## src/rtl/nios_fprint_sys_info.sv

```systemverilog
// System-identification and timebase slave for the fingerprinting Nios Avalon-MM fabric.
// Read data is captured on the accepting edge and presented on readdata one edge later.
module nios_fprint_sys_info #(
    parameter logic [31:0] SYS_ID     = 32'h55F3_A02D,
    parameter logic [31:0] BUILD_TS   = 32'h0000_0000,
    parameter int unsigned NUM_CORES  = 32'd4,
    parameter int unsigned FPRINT_CH  = 32'd16,
    parameter logic [15:0] HW_VERSION = 16'h0002,
    parameter int unsigned PRESCALE   = 32'd1
) (
    input  logic        clock,
    input  logic        reset_n,
    input  logic [2:0]  address,
    input  logic        read,
    input  logic        write,
    input  logic [31:0] writedata,
    input  logic [3:0]  byteenable,
    output logic [31:0] readdata,
    output logic        readdatavalid
);

    typedef enum logic [2:0] {
        A_SYS_ID    = 3'd0,
        A_TIMESTAMP = 3'd1,
        A_CAPS      = 3'd2,
        A_SCRATCH   = 3'd3,
        A_UPTIME_LO = 3'd4,
        A_UPTIME_HI = 3'd5,
        A_CTRL      = 3'd6
    } addr_e;

    localparam logic [31:0] CAPS_WORD     = {8'(NUM_CORES), 8'(FPRINT_CH), HW_VERSION};
    localparam logic [15:0] PRESCALE_LAST = 16'(PRESCALE - 32'd1);

    function automatic logic [31:0] merge_bytes(input logic [31:0] old_word,
                                                input logic [31:0] new_word,
                                                input logic [3:0]  lanes);
        logic [31:0] merged;
        merged = old_word;
        for (int i = 0; i < 4; i++) begin
            if (lanes[i]) begin
                merged[i*8 +: 8] = new_word[i*8 +: 8];
            end else begin
                merged[i*8 +: 8] = old_word[i*8 +: 8];
            end
        end
        return merged;
    endfunction

    logic        w_wr_accept;
    logic        w_ctrl_wr;
    logic        w_clr;
    logic        w_tick;
    logic        w_snap_load;
    logic [31:0] w_rd_word;

    logic [31:0] r_scratch;
    logic [31:0] r_snapshot;
    logic [31:0] r_rd_data;
    logic        r_rd_pend;
    logic        r_en;
    logic [15:0] r_prescale;
    logic [63:0] r_uptime;

    // A read in the same cycle wins, so the write is simply not accepted.
    assign w_wr_accept = write & ~read;
    assign w_ctrl_wr   = w_wr_accept & (address == A_CTRL) & byteenable[0];
    assign w_clr       = w_ctrl_wr & writedata[1];
    assign w_tick      = r_en & (r_prescale == PRESCALE_LAST);
    assign w_snap_load = read & (address == A_UPTIME_LO);

    // Read-word multiplexer, sampled on the edge that accepts the read.
    always_comb begin
        w_rd_word = 32'h0000_0000;
        case (address)
            A_SYS_ID:    w_rd_word = SYS_ID;
            A_TIMESTAMP: w_rd_word = BUILD_TS;
            A_CAPS:      w_rd_word = CAPS_WORD;
            A_SCRATCH:   w_rd_word = r_scratch;
            A_UPTIME_LO: w_rd_word = r_uptime[31:0];
            A_UPTIME_HI: w_rd_word = r_snapshot;
            A_CTRL:      w_rd_word = {31'h0000_0000, r_en};
            default:     w_rd_word = 32'h0000_0000;
        endcase
    end

    // Timebase: enable, prescaler, 64-bit uptime and the high-word snapshot.
    always_ff @(posedge clock or negedge reset_n) begin
        if (!reset_n) begin
            r_en       <= 1'b1;
            r_prescale <= 16'h0000;
            r_uptime   <= 64'h0;
            r_snapshot <= 32'h0000_0000;
        end else begin
            if (w_ctrl_wr) begin
                r_en <= writedata[0];
            end
            if (w_clr) begin
                r_prescale <= 16'h0000;
                r_uptime   <= 64'h0;
                r_snapshot <= 32'h0000_0000;
            end else begin
                if (w_tick) begin
                    r_prescale <= 16'h0000;
                    r_uptime   <= r_uptime + 64'h1;
                end else if (r_en) begin
                    r_prescale <= r_prescale + 16'h0001;
                end
                // Pairing the low-word read with a high-word capture keeps 64-bit reads coherent.
                if (w_snap_load) begin
                    r_snapshot <= r_uptime[63:32];
                end
            end
        end
    end

    // Scratch register with per-byte write lanes.
    always_ff @(posedge clock or negedge reset_n) begin
        if (!reset_n) begin
            r_scratch <= 32'h0000_0000;
        end else if (w_wr_accept && (address == A_SCRATCH)) begin
            r_scratch <= merge_bytes(r_scratch, writedata, byteenable);
        end
    end

    // Two-stage read return; an asynchronous reset drops any read still in flight.
    always_ff @(posedge clock or negedge reset_n) begin
        if (!reset_n) begin
            r_rd_pend     <= 1'b0;
            r_rd_data     <= 32'h0000_0000;
            readdatavalid <= 1'b0;
            readdata      <= 32'h0000_0000;
        end else begin
            r_rd_pend     <= read;
            readdatavalid <= r_rd_pend;
            if (read) begin
                r_rd_data <= w_rd_word;
            end
            if (r_rd_pend) begin
                readdata <= r_rd_data;
            end
        end
    end

endmodule

```

## config.mk

```make
export PLATFORM = sky130hd
export DESIGN_NAME = nios_fprint_sys_info
export DESIGN_NICKNAME = d
export VERILOG_FILES = /design/src/rtl/nios_fprint_sys_info.sv
export SDC_FILE = /design/constraint.sdc
export NUM_CORES = 1
export LEC_CHECK = 0
export CAP_MARGIN = 10
export CORE_MARGIN = 2
export CORE_UTILIZATION = 45
export DETAILED_ROUTE_END_ITERATION = 8
export PLACE_DENSITY = 0.67
export REMOVE_ABC_BUFFERS = 1
export SYNTH_ARGS = -nofsm -noshare
export SYNTH_HDL_FRONTEND = slang
export SYNTH_SLANG_ARGS = --single-unit
export TNS_END_PERCENT = 1
```

## constraint.sdc

```tcl
create_clock -name clock -period 1.97 [get_ports clock]
set_input_delay 0.197 -clock clock [delete_from_list [all_inputs] [get_ports clock]]
set_output_delay 0.197 -clock clock [all_outputs]
set_load 0.02 [all_outputs]
```

Word level (Yosys, flattened, before mapping):

Index checks and enable logic that the tools add are counted.

* register bits after elaboration: 211
* bits of input ports: 43
* output and inout bits: 33
* logic and storage cells: 44

* add/subtract/negate cells: 2
* eq/ne operators: 5
* muxes and demuxes: 8
* bitwise gates (word level): 7
* reduce and logical (&&, ||, !) cells: 10

Operators by type and width (number)
* 32-bit case mux with 6 select lines: 1
* 64-bit 2-to-1 mux: 2
* 64-bit by 1-bit adder with 64-bit output (second input constant): 1
* 32-bit 2-to-1 mux: 2
* 16-bit 2-to-1 mux: 3
* 16-bit by 1-bit adder with 16-bit output (second input constant): 1
* 16-bit logical NOT: 1
* 3-bit == test (second input constant): 3
* 2-bit AND reduction: 4
* 1-bit AND: 6
* 3-bit by 2-bit == test with 1-bit output (second input constant): 2
* 2-bit nonzero test: 2
* 3-bit logical NOT: 1
* 3-bit nonzero test: 1
* 1-bit logical AND: 1
* 1-bit NOT: 1

Depth between registers and ports, before layout:

Gate-level depths: netlist of run 1.

* depth in word-level cells: 6
* gate-level depth with buffers: 9
* gate-level depth less buffers: 7

Worst setup path after synthesis of run 1:

Ideal clock, no wire load.

* kind: register -> register
* from: reg r_en
* to: reg r_uptime[22]
* arrival time: 2106 ps
* required time: 1893 ps
* setup slack: -213 ps
* stages on the path, launching flop included: 8
* path buffers: 2
* path through: dfstp_2 > buf_6 > and4bb_2 > nand4_4 > or4_1 > buf_2 > or3_1 > a21oi_1

* cells in the longest elaborated chain, start to end: 2

Ends and longest elaborated chain
* start, declared: line 61 `logic r_en;`
* start signal, assigned: line 96 `r_en <= writedata[0];`
* 1-bit AND: line 69 `assign w_tick = r_en & (r_prescale == PRESCALE_LAST);`
* 2-bit nonzero test (no line)
* end signal, assigned: line 105 `r_uptime <= r_uptime + 64'h1;`
* end, declared: line 63 `logic [63:0] r_uptime;`

No other way between the ends.
A chain may end at the register's enable or synchronous reset.

Worst setup path in the final report of run 1:

* from: reg r_prescale[15]
* to: reg r_uptime[22]

* cells in the longest elaborated chain, start to end: 3

Ends and longest elaborated chain
* start, declared: line 62 `logic [15:0] r_prescale;`
* start signal, assigned: line 107 `r_prescale <= r_prescale + 16'h0001;`
* 16-bit logical NOT: line 69
* 1-bit AND: line 69
* 2-bit nonzero test (no line)

No other way between the ends.

==> flow_summary.toml, run 1 <==
[global_routing]
busiest_layer = "met2"
grt_pass1_wl_um = 44600
use_met3 = 0.0238
grt_max_degree = 58
grt_usage = 0.231
gr-total-overflow = 0
met2_usage = 0.386
use_met1 = 0.319
grt_pass1_vias = 8634
antenna_found_initial = 0

[sta]
rsz0062_at_grt = "yes"
worst_pin_slew_ns = 1.03
slew-limit-headroom = 0.311
finalCritPeriodShare = 1.09
fin_crit_ns = 2.15
max_clock_freq_ghz = 0.466
timing_hold_violations_final = 0
setup_viol = 38
finClkSkew_ns = 0.0140
slew_viol_final = 0
setup_ws_ns = -0.177

[routing]
avgRoutedWirePerCell_um = 18.1
vias = 8634
wl_um = 27700
drt_iter0_drc = 683
drcViolationCount = 0
ant_nets = 0
drt_pre_antenna_iters = 5
vias_per_cell = 5.65

[die]
die_h_um = 154
die_w_um = 154
initial_core_util = 0.454
die-area_um2 = 23900
core_um2 = 22400
rows = 55
io_pins = 76

[yosys]
async_flop_share = 1.00
synthFlopType = "dfrtp_1"
ys_warn_count = 0
synth-seq-area-share = 0.518
synth_edf_count = 0
syn_area_per_cell_um2 = 10.1
netlist_instances = 1012
syn_area_um2 = 10200
synth.distinct_cells = 54
ys_seq_elements = 211

[clock_network]
clock-sinks = 211
clock_latency_ns = 0.50
clockRootBuffer = "clkbuf_16"
cts_buffers = 23
cts_tree = "yes"
cts_buffer_depth = 3
htreeDepth = 1
clk_pin_slew_ns = 0.06

[critical_path]
arrival_ns = 2.55
critPathMaxStageDelay_ns = 0.49
path_delay_family = "simple AND/OR/NAND/NOR gates"
worstSetupPathType = "reg2reg"
critical_path_required_ns = 2.38
cp_max_fo = 6
cpMostUsedCell = "buf_4"
path_buf_inv = 2
endpoint_kind = "flip-flop"
cpMaxStageDelayCell = "or4_4"
reg2reg_from = "r_prescale[15]$_DFFE_PN0P_"
path_cells = "nor4_4, buf_4, buf_4, nand4_4, or4_4, or3_1, a21oi_1"
rr_worst_depth = 7
reg2reg_to = "r_uptime[22]$_DFFE_PN0P_"
r2r_slack_ns = -0.18
startpoint_type = "flip-flop"

[layout]
layout.nets = 1272
mostFrequentLayoutCells = "210 x dfrtp_1, 161 x buf_4, 107 x nand2_1, 98 x a21oi_1, 74 x clkdlybuf4s50_1"
antenna_cells = 0
fin_util = 0.595
mostFrequentLayoutCell = "dfrtp_1"
drive_gt1_frac = 0.254
syn2layout_area_growth_pct = 30.9

[pwr]
p_leak_nw = 5.75
power.total_mw = 13.4
ir_drop_mv = 0.548
power_density_nw_per_um2 = 1010

[placed_design]
globalplace.congestion = 0.894
numPortBuffers = 75
dp_hpwl_um = 20000
dpl_worst_slack_ns = -0.264

[status]
violations = "setup timing"
status = "complete, but fails checks"

[hold_path]
hp-class = "in2async"

[run]
max-cap-violations = 0
-- state kept, by name (all words and copies together) (netlist names) --
register and flops:
r_rd_data 32, r_snapshot 32, r_scratch 32, readdatavalid 1, r_prescale 16, readdata 32, r_en 1, r_uptime 64
r_rd_pend 1
-- metrics by stage --
stage	area (um^2)	std cells	TNS, ns	hold WS, ns
final	13300	1527	-2.41	0.215
after CTS	13200	1519	-2.74	0.223
after global placement	12400	1474	-23.59	0.189
after detailed placement	12400	1474	-25.93	0.190
after global routing	13300	1527	-6.64	0.241
after floorplan	9920	951	-91.19	-0.0986
-- routing by layer --
layer  part of all wire  up-vias
met5                  0        -
met4              0.026        0
met3              0.041       48
met2               0.48      228
met1               0.45     4294
li1                   -     4064
-- worst max-delay path by stage --
stage                                           from                        end  cells after the start
after floorplan                           address[1]  r_snapshot[0]$_DFFE_PN0P_                      4
after CTS                  r_prescale[0]$_DFFE_PN0P_   r_uptime[63]$_DFFE_PN0P_                      7
after global placement                    address[0]   r_scratch[8]$_DFFE_PN0P_                      7
final                     r_prescale[15]$_DFFE_PN0P_   r_uptime[22]$_DFFE_PN0P_                      7
after detailed placement                  address[0]  r_scratch[15]$_DFFE_PN0P_                      7
after global routing      r_prescale[15]$_DFFE_PN0P_   r_uptime[22]$_DFFE_PN0P_                      7
-- cell type report --
class | count | area [um^2]
multi-input combinational | 696 | 4630
inverter | 44 | 165
fill | 1832 | 9090
sequential | 211 | 5280
timing repair buffer | 250 | 2200
clock buffer | 38 | 692
clock inverter | 3 | 15.0
tap | 285 | 357
-- power by group --
group	switching, mW	internal [mW]
clock	1.66	2.38
combinational	1.95	1.83
sequential	0.493	5.13
total	4.10	9.34
-- Yosys cell counts (4+ instances only) --
master	n	area, um^2
mux2_2	64	721
and4_1	11	96.3
o21ai_0	32	160
nand3_1	32	160
o22a_1	13	114
nor3_1	10	50.1
xor2_1	18	158
nand4_1	32	200
nand2_1	107	402
nor4_1	15	93.8
buf_2	7	35.0
o21a_1	8	60.1
a21oi_1	107	536
clkbuf_1	44	165
buf_1	4	15.0
a22oi_1	15	113
inv_1	43	161
and2_1	8	50.1
and3_1	14	87.6
mux2i_1	18	180
o22ai_1	31	194
nor2_1	59	221
o31ai_1	9	67.6
or4_1	11	82.6
xnor2_1	15	131
dfrtp_1	210	5260
or3_1	30	188
-- kinds of logic (layout without fill, tap and decap cells) --
family | Yosys count | after routing | share of synthesized area
XOR/XNOR | 33 | 33 | 0.0284
AO/OA/AOI/OAI | 222 | 222 | 0.128
multiplexers | 83 | 83 | 0.0895
buffers and inverters | 105 | 335 | 0.0428
flip-flops | 211 | 211 | 0.518
adder cells (fa/ha/maj) | 3 | 3 | 0.00368
AND/OR/NAND/NOR | 355 | 355 | 0.189
-- what timing repair did --
item | CTS | global route
setup buffers | 3 | 8
setup endpoints to repair | 41 | 52
pin swaps | 20 | 11
gates resized for setup | 14 | 23
hold buffers | 1 | 0
hold endpoints to repair | 48 | 0
Power figures use the tool's default switching activity.
==> inputs of run 2 (changes only) <==
--- a/config.mk
+++ b/config.mk
@@ -5,12 +5,15 @@
 export SDC_FILE = /design/constraint.sdc
 export NUM_CORES = 1
 export LEC_CHECK = 0
+export ABC_CLOCK_PERIOD_IN_PS = 1970
 export CAP_MARGIN = 10
 export CORE_MARGIN = 2
 export CORE_UTILIZATION = 45
 export DETAILED_ROUTE_END_ITERATION = 8
+export HOLD_SLACK_MARGIN = 0.06
 export PLACE_DENSITY = 0.67
 export REMOVE_ABC_BUFFERS = 1
+export SETUP_SLACK_MARGIN = 0.5
 export SYNTH_ARGS = -nofsm -noshare
 export SYNTH_HDL_FRONTEND = slang
 export SYNTH_SLANG_ARGS = --single-unit
==> flow_summary.toml, run 2 (synthesis results as in run 1) <==
[status]
status = "complete, but fails checks"
violations = "setup timing"

[critical_path]
cp_max_fo = 6
startpoint_type = "flip-flop"
arrival_ns = 2.55
critical_path_required_ns = 2.38
endpoint_kind = "flip-flop"
rr_worst_depth = 7
worstSetupPathType = "reg2reg"

[sta]
setup_viol = 36
finalCritPeriodShare = 1.09
rsz0062_at_grt = "yes"
slew-limit-headroom = 0.577
timing_hold_violations_final = 0
finClkSkew_ns = 0.0159
slew_viol_final = 0
worst_pin_slew_ns = 0.634
fin_setup_tns_ns = -2.15
max_clock_freq_ghz = 0.468
fin_crit_ns = 2.14
setup_ws_ns = -0.169

[die]
die_h_um = 154
die_w_um = 154
core_um2 = 22400
io_pins = 76
rows = 55
die-area_um2 = 23900
initial_core_util = 0.454

[routing]
drt_iter0_drc = 646
wl_um = 27800
avgRoutedWirePerCell_um = 18.2
vias = 8681
ant_nets = 0
vias_per_cell = 5.68
drt_pre_antenna_iters = 5
drcViolationCount = 0

[clock_network]
cts_buffers = 23
htreeDepth = 1
clock-sinks = 211
clock_latency_ns = 0.50
clockRootBuffer = "clkbuf_16"
clk_pin_slew_ns = 0.06
cts_tree = "yes"
cts_buffer_depth = 3

[run]
max-cap-violations = 0

[layout]
syn2layout_area_growth_pct = 32.0
layout.nets = 1273
antenna_cells = 0
regMostFlops = "r_uptime"
largest_reg_flops = 64
drive_gt1_frac = 0.272
mostFrequentLayoutCells = "210 x dfrtp_1, 159 x buf_4, 104 x nand2_1, 96 x a21oi_1, 64 x mux2_2"
mostFrequentLayoutCell = "dfrtp_1"

[placed_design]
dp_hpwl_um = 20000
globalplace.congestion = 0.894
numPortBuffers = 75

[pwr]
p_leak_nw = 5.91
ir_drop_mv = 0.553
power.total_mw = 13.5
power_density_nw_per_um2 = 1000

[global_routing]
grt_max_degree = 58
grt_pass1_wl_um = 45000
grt_usage = 0.233
gr-total-overflow = 0
grt_pass1_vias = 8674
antenna_found_initial = 0

[hold_path]
hp-class = "in2async"
run 2: changes by cell type in the layout (fill, tap and decap cells not counted), sizes merged:
cell and delta:
clkdlybuf4s50 -37, dlygate4sd2 +37, buf +1
run 2: timing repair:
action / in CTS / in global routing
resized for setup: 83 / 23
endpoints found under the setup margin: 210 / 96
pin swaps: 39 / 23
setup buffers: 4 / 8
hold endpoints to repair: 65 / 0
hold buffers: 1 / 0
cloned: 0 / 0
run 2: metrics by stage:
step	area (um^2)	instances	worst slack (ns)	hold slack, ns	util
global route	13400	1528	-0.299	0.241	0.599
CTS	13300	1520	-0.137	0.223	0.592
floorplan	9920	951	-0.760	-0.0986	-
finish	13400	1528	-0.169	0.213	0.599
detailed placement	12400	1474	-0.264	0.190	0.552
global placement	12400	1474	-0.258	0.189	0.552
run 2: area by class of cell:
class / count / area [um^2]
clock buffers: 38 / 692
repair buffers: 251 / 2170
multi-input cells: 696 / 4770
flip-flops and latches: 211 / 5280
inverters: 44 / 165
well taps: 285 / 357
clock inverters: 3 / 15.0
fillers: 1829 / 8990
run 2: layer usage:
layer	track usage	share of wire	vias to the layer above
met2	0.385	0.48	254
met3	0.0275	0.051	65
met4	0.0842	0.031	0
li1	-	-	4067
met5	0	0	-
met1	0.320	0.44	4295
run 2: worst max-delay path: stages (launching register included):
cell and delay [ns]:
dfrtp_1 0.41, nor4_4 0.27, buf_4 0.17, buf_4 0.12
nand4_4 0.13, or4_4 0.48, or3_1 0.32, a21oi_1 0.16
run 2: final timing paths:
path | from | to | slack (ns)
worst max-delay path | r_prescale[15]$_DFFE_PN0P_ | r_uptime[22]$_DFFE_PN0P_ | -0.17
worst min-delay path | reset_n | r_prescale[15]$_DFFE_PN0P_ | 0.21
worst max register to register | r_prescale[15]$_DFFE_PN0P_ | r_uptime[22]$_DFFE_PN0P_ | -0.17
worst min register to register | readdata[22]$_DFFE_PN0P_ | readdata[22]$_DFFE_PN0P_ | 0.50
max in group asynchronous | reset_n | r_rd_data[19]$_DFFE_PN0P_ | 1.05
min in group clock | writedata[7] | r_scratch[7]$_DFFE_PN0P_ | 0.31
run 2: power by group:
group          internal [mW]  switching [mW]  total, mW
Combinational           1.79            2.00       3.79
Clock                   2.38            1.67       4.05
Sequential              5.13           0.491       5.62
Total                   9.30            4.16       13.5
